===== config.mk =====
export PLATFORM = sky130hd
export DESIGN_NAME = calc_entry_fsm
export DESIGN_NICKNAME = d
export VERILOG_FILES = /design/src/rtl/calc_entry_fsm.sv
export SDC_FILE = /design/constraint.sdc
export NUM_CORES = 1
export LEC_CHECK = 0
export CORE_MARGIN = 1.5
export CORE_UTILIZATION = 47
export DETAILED_ROUTE_END_ITERATION = 6
export GPL_ROUTABILITY_DRIVEN = 1
export PLACE_DENSITY = 0.74
export SYNTH_ARGS = -nofsm -noshare
export SYNTH_HDL_FRONTEND = slang
export SYNTH_SLANG_ARGS = --single-unit
export TNS_END_PERCENT = 20

===== constraint.sdc =====
create_clock -name clk -period 1.9 [get_ports clk]
set_clock_uncertainty 0.1 [all_clocks]
set_input_delay 0.38 -clock clk [delete_from_list [all_inputs] [get_ports clk]]
set_output_delay 0.38 -clock clk [all_outputs]
set_load 0.1 [all_outputs]

===== src/rtl/calc_entry_fsm.sv =====
// calc_entry_fsm
// Two-operand calculator entry sequencer. Tracks digit entry per operand (capped at DIGITS),
// latches the operator, starts the ALU, supports chained operations, repeat-equals, clear,
// and an ERROR state reached on ALU error or ALU timeout.
//
// Ports
//   clk, rst            : clock (rising edge), asynchronous active-low reset
//   digitRecived        : digit key strobe (1 cycle)
//   opRecived, opCode   : operator key strobe and its code
//   eqRecived           : equals key strobe
//   clrRecived          : clear key strobe
//   aluDone, aluErr     : ALU result valid pulse; error flag qualified by aluDone
//   salida              : display select (0 op1, 1 op2, 2 result, 3 error)
//   newOperation, chain : result-to-operand1 pulses (op after RESULT / op mid-entry)
//   digitLoad           : shift digit into active operand register
//   operandClr          : clear active operand register
//   digitCount          : digits held in the active operand
//   opLatched           : operator used by the next ALU start
//   aluStart            : ALU start pulse
//   busy                : high while waiting on the ALU
// All outputs are registered.
module calc_entry_fsm #(
  parameter int unsigned DIGITS  = 4,
  parameter int unsigned OPW     = 2,
  parameter int unsigned TIMEOUT = 16
) (
  input  logic                           clk,
  input  logic                           rst,
  input  logic                           digitRecived,
  input  logic                           opRecived,
  input  logic [OPW-1:0]                 opCode,
  input  logic                           eqRecived,
  input  logic                           clrRecived,
  input  logic                           aluDone,
  input  logic                           aluErr,
  output logic [1:0]                     salida,
  output logic                           newOperation,
  output logic                           chain,
  output logic                           digitLoad,
  output logic                           operandClr,
  output logic [$clog2(DIGITS+1)-1:0]    digitCount,
  output logic [OPW-1:0]                 opLatched,
  output logic                           aluStart,
  output logic                           busy
);

  localparam int unsigned CW = $clog2(DIGITS + 1);
  localparam int unsigned TW = $clog2(TIMEOUT + 1);

  localparam logic [CW-1:0] MaxCount   = CW'(DIGITS);
  localparam logic [TW-1:0] TimeoutVal = TW'(TIMEOUT);

  localparam logic [2:0] StNum1   = 3'd0;
  localparam logic [2:0] StNum2   = 3'd1;
  localparam logic [2:0] StCalc   = 3'd2;
  localparam logic [2:0] StResult = 3'd3;
  localparam logic [2:0] StError  = 3'd4;

  localparam logic [1:0] SelOp1 = 2'd0;
  localparam logic [1:0] SelOp2 = 2'd1;
  localparam logic [1:0] SelRes = 2'd2;
  localparam logic [1:0] SelErr = 2'd3;

  logic [2:0]     state_q, state_d;
  logic [1:0]     salida_q, salida_d;
  logic           new_op_q, new_op_d;
  logic           chain_q, chain_d;
  logic           digit_load_q, digit_load_d;
  logic           operand_clr_q, operand_clr_d;
  logic [CW-1:0]  count_q, count_d;
  logic [OPW-1:0] op_latched_q, op_latched_d;
  logic           alu_start_q, alu_start_d;
  logic           busy_q, busy_d;
  logic [OPW-1:0] pending_op_q, pending_op_d;
  logic           pending_q, pending_d;
  logic [TW-1:0]  timer_q, timer_d;

  logic count_nz;
  logic count_room;

  assign count_nz   = (count_q != '0);
  assign count_room = (count_q < MaxCount);

  always_comb begin
    state_d       = state_q;
    salida_d      = salida_q;
    new_op_d      = 1'b0;
    chain_d       = 1'b0;
    digit_load_d  = 1'b0;
    operand_clr_d = 1'b0;
    count_d       = count_q;
    op_latched_d  = op_latched_q;
    alu_start_d   = 1'b0;
    pending_op_d  = pending_op_q;
    pending_d     = pending_q;
    timer_d       = timer_q;

    if (clrRecived) begin
      // Clear wins over everything, including an aluDone arriving this cycle.
      state_d       = StNum1;
      salida_d      = SelOp1;
      count_d       = '0;
      operand_clr_d = 1'b1;
    end else begin
      case (state_q)
        StNum1, StNum2: begin
          // Strobes are decoded by priority; a lower strobe is dropped even when the
          // higher one is ignored in this state.
          if (eqRecived) begin
            if (state_q == StNum2 && count_nz) begin
              alu_start_d = 1'b1;
              pending_d   = 1'b0;
              timer_d     = TW'(1);
              state_d     = StCalc;
            end
          end else if (opRecived) begin
            if (count_nz) begin
              if (state_q == StNum1) begin
                op_latched_d  = opCode;
                count_d       = '0;
                operand_clr_d = 1'b1;
                salida_d      = SelOp2;
                state_d       = StNum2;
              end else begin
                // Op mid-entry: compute now, apply the new operator once the result lands.
                alu_start_d  = 1'b1;
                pending_op_d = opCode;
                pending_d    = 1'b1;
                timer_d      = TW'(1);
                state_d      = StCalc;
              end
            end
          end else if (digitRecived) begin
            if (count_room) begin
              digit_load_d = 1'b1;
              count_d      = count_q + 1'b1;
            end
          end
        end

        StCalc: begin
          if (aluDone) begin
            if (aluErr) begin
              salida_d = SelErr;
              state_d  = StError;
            end else if (pending_q) begin
              chain_d       = 1'b1;
              op_latched_d  = pending_op_q;
              count_d       = '0;
              operand_clr_d = 1'b1;
              salida_d      = SelOp2;
              state_d       = StNum2;
            end else begin
              salida_d = SelRes;
              state_d  = StResult;
            end
          end else if (timer_q == TimeoutVal) begin
            salida_d = SelErr;
            state_d  = StError;
          end else begin
            timer_d = timer_q + 1'b1;
          end
        end

        StResult: begin
          if (eqRecived) begin
            // Repeat-equals reuses operand2 and the latched operator.
            alu_start_d = 1'b1;
            pending_d   = 1'b0;
            timer_d     = TW'(1);
            state_d     = StCalc;
          end else if (opRecived) begin
            new_op_d      = 1'b1;
            op_latched_d  = opCode;
            count_d       = '0;
            operand_clr_d = 1'b1;
            salida_d      = SelOp2;
            state_d       = StNum2;
          end else if (digitRecived) begin
            // Fresh entry: clear and load in the same cycle so the digit lands in an empty register.
            operand_clr_d = 1'b1;
            digit_load_d  = 1'b1;
            count_d       = CW'(1);
            salida_d      = SelOp1;
            state_d       = StNum1;
          end
        end

        StError: begin
          // Only clear leaves ERROR.
        end

        default: begin
          state_d  = StNum1;
          salida_d = SelOp1;
          count_d  = '0;
        end
      endcase
    end

    busy_d = (state_d == StCalc);
  end

  always_ff @(posedge clk or negedge rst) begin
    if (!rst) begin
      state_q       <= StNum1;
      salida_q      <= SelOp1;
      new_op_q      <= 1'b0;
      chain_q       <= 1'b0;
      digit_load_q  <= 1'b0;
      operand_clr_q <= 1'b0;
      count_q       <= '0;
      op_latched_q  <= '0;
      alu_start_q   <= 1'b0;
      busy_q        <= 1'b0;
      pending_op_q  <= '0;
      pending_q     <= 1'b0;
      timer_q       <= '0;
    end else begin
      state_q       <= state_d;
      salida_q      <= salida_d;
      new_op_q      <= new_op_d;
      chain_q       <= chain_d;
      digit_load_q  <= digit_load_d;
      operand_clr_q <= operand_clr_d;
      count_q       <= count_d;
      op_latched_q  <= op_latched_d;
      alu_start_q   <= alu_start_d;
      busy_q        <= busy_d;
      pending_op_q  <= pending_op_d;
      pending_q     <= pending_d;
      timer_q       <= timer_d;
    end
  end

  assign salida       = salida_q;
  assign newOperation = new_op_q;
  assign chain        = chain_q;
  assign digitLoad    = digit_load_q;
  assign operandClr   = operand_clr_q;
  assign digitCount   = count_q;
  assign opLatched    = op_latched_q;
  assign aluStart     = alu_start_q;
  assign busy         = busy_q;

endmodule


# [Word level (Yosys, flattened, before mapping)]
# Index checks and enable logic that the tools add are counted.
[totals] reg_bits=24 inputBits=10 out_inout_bits=13 wordCells=169
[classes] n_addsub=2 order_cmp=1 eq_ne=37 muxes=101 bitwise=3 reduce_logical=12
[ops] cell="$mux 3" count=24
[ops] cell="$mux 2" count=23
[ops] cell="$mux 5" count=8
[ops] cell="$mux 1" count=37
[ops] cell="$ne 3x3->1 const B" count=12
[ops] cell="$ne 2x2->1 const B" count=13
[ops] cell="$ne 4x4->1 const B" count=6
[ops] cell="$pmux 3 s4" count=2
[ops] cell="$reduce_and 11->1" count=2
[ops] cell="$pmux 5 s3" count=1
[ops] cell="$eq 3x2->1 const B" count=3
[ops] cell="$reduce_and 9->1" count=1
[ops] cell="$pmux 2 s4" count=1
[ops] cell="$reduce_and 8->1" count=1
[ops] cell="$reduce_and 7->1" count=1
[ops] cell="$pmux 1 s2" count=3
[ops] cell="$pmux 2 s3" count=1
[ops] cell="$reduce_and 6->1" count=1
[ops] cell="$reduce_bool 3->1" count=2
[ops] cell="$add 5x1->5 const B" count=1
[ops] cell="$eq 5x5->1 const B" count=1
[ops] cell="$add 3x1->3 const B" count=1
[ops] cell="$eq 3x1->1 const B" count=1
[ops] cell="$eq 3x3->1 const B" count=1
[ops] cell="other kinds (7)" count=9

# [Longest topological paths before layout]
# Gate-level depths: netlist (run 1).
[logic_depth] ltp_word=8 mapped_depth=8 depth_no_buf=8

# [Worst setup path before layout (run 1)]
# No wires, ideal clock.
[synth_timing] path_type="register to register" from="register count_q[0], in the netlist digitCount[0]" to="register timer_q[3]" setup_ps=78 arrival_time_ps=2480 t_required_ps=1722 setup_slack_ps=-757 stages_incl_launch_ff=9 synth_period_minus_slack_ps=2657 cell_sequence="dfrtp_1 -> inv_1 -> ha_1 -> nor4bb_1 -> a31o_1 -> a32oi_2 -> nand3_4 -> or3_1 -> a21oi_1"
[synth_between] elab_chain_len=4
[synth_rtl] item="start: declaration" line_no="70" text="logic [CW-1:0] count_q, count_d;"
[synth_rtl] item="start signal: assignment" line_no="226" text="count_q <= count_d;"
[synth_rtl] item="$reduce_bool 3->1 (*)" line_no="81" text="assign count_nz = (count_q != '0);"
[synth_rtl] item="$logic_and 1x1->1" line_no="110" text="if (state_q == StNum2 && count_nz) begin"
[synth_rtl] item="$ne 3x3->1 (no line)"
[synth_rtl] item="$reduce_and 9->1 (no line) (*)"
[synth_rtl] item="end signal: assignment" line_no="232" text="timer_q <= timer_d;"
[synth_rtl] item="end: declaration" line_no="76" text="logic [TW-1:0] timer_q, timer_d;"
# Every way passes the cells marked *; elsewhere a longest branch is shown, timed or not.
# A chain may end at the register's enable or synchronous reset.

# [Worst setup path in the final report (run 1)]
[layout_timing] from="register state_q[1]" to="register timer_q[3]"
[layout_between] elab_chain_len=4
[layout_rtl] item="start: declaration" line_no="64" text="logic [2:0] state_q, state_d;"
[layout_rtl] item="start signal: assignment" line_no="206" text="state_q <= StNum1;"
[layout_rtl] item="start signal: assignment" line_no="220" text="state_q <= state_d;"
[layout_rtl] item="$eq 3x1->1 or $logic_not 3->1 (tied branches)" line_no="105, 110, 118"
[layout_rtl] item="$reduce_or 2->1 or $logic_and 1x1->1 (tied branches)" line_no="105, 110"
[layout_rtl] item="$ne 3x3->1 (no line) or $reduce_bool 3->1 (tied branches)"
[layout_rtl] item="$reduce_and 9->1 (no line)"
# Several ways; a longest one is shown, not always the timed one.

==> metrics.yaml, run 1 <==
violations: "negative setup slack"
synthTopCellsByCount: "24 x dfrtp_1, 10 x nor2_1, 9 x inv_1, 9 x nand2_1, 8 x a21oi_1"
cts.clk_slew.worst_paths_ns: 0.13
initial_core_util: 0.501
synth_xor_area_frac: 0.00623
num_rows: 19
drive_above_1_share: 0.442
synth_edf_count: 0
startpoint_type: "register"
cp.arrival_ns: 2.14
worst_pin_slew_ns: 0.417
fin_ws_ns: -0.0910
power-per-cell-area_nw_per_um2: 1060
area_growth_pct: 57.2
gp_congestion: 0.893
rsz0062_at_grt: "true"
synth.most_common_cell: "dfrtp_1"
synthCells: 142
cts_tree: "built"
drt_pass1_iterations: 4
fmax_mhz: 502
drtIter0Drc: 68
cp.required_ns: 2.05
p_leak_nw: 1.00
synth_nets: 156
grt_max_degree: 25
rr_endpoint: "timer_q[3]"
hold_violations: 0
finalMaxSlewViolations: 0
num-fill-cells: 178
clk_latency_ns: 0.31
fp.dieH_um: 57.7
antenna_found_initial: 0
ys_seq_area_frac: 0.427
setup_violations: 6
r2r-start: "state_q[1]"
fin_hold_ws_ns: 0.304
synth_cell_types: 53
hold_class: "in2async"
crit_start: "state_q[1]"
reg2regPathDepth: 6
synth_area_leaders: "dfrtp_1 43%, ha_1 3.6%, a21oi_1 2.8%, nand2b_1 2.7%, nor2_1 2.7%"
dp_hpwl_um: 3150
synthAdderAreaFrac: 0.0356
root_buffer: "clkbuf_4"
synth_top_area_frac: 0.427
diodes: 0
worstPathMaxFanout: 10
htree_levels: 1
rrSetupSlack_ns: -0.09
vias: 1384
die_area_um2: 3330
dieWidth_um: 57.7
ir_drop_mv: 0.818
ios: 23
cts_max_path_buffers: 2
track_usage: 0.266
synth_mux_area_frac: 0.0312
overflow: 0
slew_headroom: 0.719
drc_errors: 0
critPathKind: "reg2reg"
wl_per_cell_um: 17.3
synthArstFlopShare: 1.00
end_kind: "register"
syn_area_um2: 1410
finalCriticalPeriod_ns: 1.99
cap_violations: 0
outcome: "finished, violations left"
numCtsBuffers: 3
coreArea_um2: 2810
io_buffers: 22
ys_warn_count: 0
total_power_w: 0.00235
fin_crit_sh: 1.05
synth_top_family_by_area: "simple AND/OR/NAND/NOR gates"
cts_sinks: 24
vias_per_cell: 5.84
endpoint: "timer_q[3]"
ant_nets: 0
ys_ff_latch: 24
grt_pass1_vias: 1510
synth-compound-area-share: 0.204
ctsHoldBuffers: 0
synth_flop_cell: "dfrtp_1"
finalNetCount: 221
post_synth.cell_area_avg_um2: 9.90
yosys.area.top_type: "dfrtp_1"
yosys.area_share.simple: 0.256
postRouteWirelength_um: 4090
grt_pass1_wl_um: 6800
## state kept, by name, summed over array words and instances (netlist names)
name          flops
opLatched         2
busy              1
chain             1
operandClr        1
pending_q         1
newOperation      1
pending_op_q      2
digitLoad         1
digitCount        3
salida            2
timer_q           5
state_q           3
aluStart          1
## critical path: stages (launching register included)
cell	delay [ns]
dfrtp_2	0.51
or2_1	0.27
a21oi_1	0.25
and3_4	0.25
nand3_4	0.09
or3_1	0.32
a21oi_1	0.13
## how the worst min path moves through the flow
stage / endpoint / slack [ns] / startpoint / cells after the start
finish: timer_q[2] / 0.30 / rst / 2
global route: timer_q[2] / 0.33 / rst / 2
CTS: timer_q[2] / 0.30 / rst / 2
floorplan: aluStart / -0.02 / rst / 0
detailed placement: pending_op_q[1] / 0.40 / pending_op_q[1] / 1
global placement: pending_op_q[1] / 0.40 / pending_op_q[1] / 1
## layer usage
metal,global-route usage,up-vias,part of all wire
met1,0.323,680,0.41
met2,0.469,47,0.51
met4,0.136,0,0.037
li1,-,640,-
met5,0,-,0
met3,0.0246,17,0.045
## cell usage in the layout, fill, tap and decap left out, types with 3 or more instances in the layout
cell type,n
buf_4,42
dfrtp_1,19
buf_12,13
nor2_1,9
nand2_1,8
clkdlybuf4s50_1,8
inv_1,7
a21oi_1,6
nand2b_1,6
o21ai_0,6
nor3_1,5
ha_1,3
clkbuf_4,3
dfrtp_2,3
## final cells by class
cell class | count | area [um^2] | area share
timing repair buffer | 64 | 664 | 0.301
sequential | 24 | 612 | 0.277
tap | 31 | 38.8 | 0.0176
clock buffer | 4 | 36.3 | 0.0164
multi-input combinational | 105 | 821 | 0.372
inverter | 9 | 36.3 | 0.0164
## kinds of logic after synthesis
group / after synthesis
mux: 4
compound gates: 38
fa+ha+maj: 4
simple gates: 58
xor+xnor: 1
buf+inv: 13
flops: 24
## timing repair
action | 4_1_cts | 5_1_grt
endpoints found under the setup margin | 9 | 13
gates cloned | 0 | 0
setup buffers | 2 | 0
resized for setup | 8 | 8
pin swaps | 0 | 3
## metrics by stage
stage	instance area, um^2	setup TNS, ns	utilization	cells	setup WS [ns]
after CTS	2170	-0.149	0.774	237	-0.0582
final	2210	-0.244	0.787	237	-0.0910
after global routing	2210	-0.896	0.787	237	-0.160
after floorplan	1430	-0.787	-	142	-0.205
after global placement	2100	-4.20	0.749	231	-0.356
after detailed placement	2100	-5.11	0.749	231	-0.427
## where the power goes
part           internal, W  switching [W]
logic             0.000564       0.000767
clock network     0.000117       0.000153
registers         0.000624       0.000122
Power figures use the tool's default switching activity.
==> run 2: changes to the inputs <==
CORE_UTILIZATION = 50   (was 47)
PLACE_DENSITY = 0.76   (was 0.74)
clock period = 2.36 ns   (was 1.9 ns; I/O delays follow)
==> run 2 against run 1 <==
Net effect: the run now ends clean; non-clock buffer count fell by 32; clock power increased by 13%; largest cell class unchanged; largest power group unchanged; die area fell by 5.7%.
==> metrics.yaml, run 2 (synthesis results as in run 1) <==
outcome: "finished clean"
finalNonFillerCells: 205
share_comb_of_total_power: 0.453
vias_per_cell: 5.96
cts_setup_buffers: 0
coreArea_um2: 2710
drtIter0Drc: 52
vias: 1221
switching_share: 0.451
largest_reg_flops: 5
cts_max_path_buffers: 2
root_buffer: "clkbuf_4"
startpoint_type: "register"
endpoint: "timer_q[4]"
crit_buf_inv: 0
clk_latency_ns: 0.33
grtUsageMet2: 0.376
dp.cells: 201
switching_power_w: 0.000741
fin_crit_sh: 0.916
postRouteWirelength_um: 3250
cts_tree: "built"
mostFrequentLayoutCell: "buf_4"
overflow: 0
crit_start: "state_q[1]"
numCtsBuffers: 3
rr_endpoint: "timer_q[4]"
fmax_mhz: 463
drt_pass1_iterations: 4
power_frac_clock: 0.185
grt_pass1_wl_um: 5440
worst_pin_slew_ns: 0.520
drive_above_1_share: 0.236
ios: 23
fp.dieH_um: 56.0
critPathMaxStageDelay_ns: 0.59
antenna_found_initial: 0
cp.required_ns: 2.52
ir_drop_mv: 0.872
use_met1: 0.283
cap_violations: 0
internal_power_w: 0.000903
finalNetCount: 189
num_rows: 19
rsz0062_at_grt: "false"
gp_congestion: 0.897
ant_nets: 0
hold_class: "in2async"
end_kind: "register"
slew_headroom: 0.653
cts_resized: 0
cp.depth: 6
critPathKind: "reg2reg"
finalSetupTns_ns: 0
finalMaxSlewViolations: 0
dp_hpwl_um: 2480
cts_sinks: 24
crit_top_cell: "a21oi_1"
total_power_w: 0.00164
setup_violations: 0
cp.arrival_ns: 2.32
cpMaxStageDelayCell: "dfrtp_1"
wl_per_cell_um: 15.9
global_route.peak_usage_layer: "met2"
met3_usage: 0.0372
fin_hold_ws_ns: 0.380
htree_levels: 1
final_cell_mix: "23 x buf_4, 22 x dfrtp_1, 10 x nor2_1"
ctsHoldBuffers: 0
power_frac_seq: 0.362
cts.clk_slew.worst_paths_ns: 0.14
diodes: 0
r2r-start: "state_q[1]"
drc_errors: 0
grt_pass1_vias: 1196
p_leak_nw: 0.796
finalCriticalPeriod_ns: 2.16
path_delay_family: "simple AND/OR/NAND/NOR gates"
worstPathCellList: "or2_1 > a21oi_1 > and3_1 > nand3_4 > or3_1 > a21oi_1"
hold_violations: 0
worstPathMaxFanout: 16
area_growth_pct: 24.0
die_area_um2: 3140
grt_max_degree: 25
power-per-cell-area_nw_per_um2: 944
top_register: "timer_q"
initial_core_util: 0.518
dieWidth_um: 56.0
reg2regPathDepth: 6
io_buffers: 22
track_usage: 0.222
rrSetupSlack_ns: 0.20
## run 2: changes by cell type in the layout (fill, tap and decap cells not counted), moves of 2 or more
cell     change
buf_4       -19
buf_12      -13
dfrtp_1      +3
a21oi_1      +2
a21oi_2      -2
dfrtp_2      -2
inv_1        +2
## run 2: per-layer routing
layer  vias to the layer above  part of all wire
met3                         5             0.046
met4                         0             0.014
met1                       586              0.45
met2                        45              0.49
li1                        585                 -
met5                         -                 0
## run 2: layout make-up
type | count | area [um^2]
Fill cell | 223 | 967
Clock inverter | 1 | 30.0
Tap cell | 31 | 38.8
Clock buffer | 3 | 22.5
Timing Repair Buffer | 32 | 263
Multi-Input combinational cell | 105 | 749
Sequential cell | 24 | 606
Inverter | 9 | 33.8
## run 2: how the worst min path moves through the flow
stage | from | to | slack, ns | cells past startpoint
final | rst | newOperation | 0.38 | 2
after global routing | rst | timer_q[3] | 0.42 | 2
after CTS | rst | timer_q[3] | 0.39 | 2
after detailed placement | salida[0] | salida[0] | 0.38 | 1
after global placement | salida[0] | salida[0] | 0.37 | 1
after floorplan | rst | aluStart | 0.08 | 0
## run 2: power by group through the flow
| stage | Sequential, W | Combinational [W] | Clock [W] |
|---|---|---|---|
| floorplan | 0.000875 | 0.000277 | 0 |
| global placement | 0.000595 | 0.000732 | 0 |
| detailed placement | 0.000603 | 0.000746 | 0 |
| CTS | 0.000594 | 0.000749 | 0.000308 |
| global route | 0.000609 | 0.000794 | 0.000323 |
| finish | 0.000595 | 0.000745 | 0.000304 |
## run 2: per-stage QoR
stage / setup WS [ns] / utilization / area (um^2)
finish: 0.199 / 0.643 / 1740
global route: 0.0896 / 0.643 / 1740
CTS: 0.224 / 0.643 / 1740
detailed placement: -0.0536 / 0.624 / 1690
global placement: 0.0194 / 0.624 / 1690
floorplan: 0.00926 / - / 1410
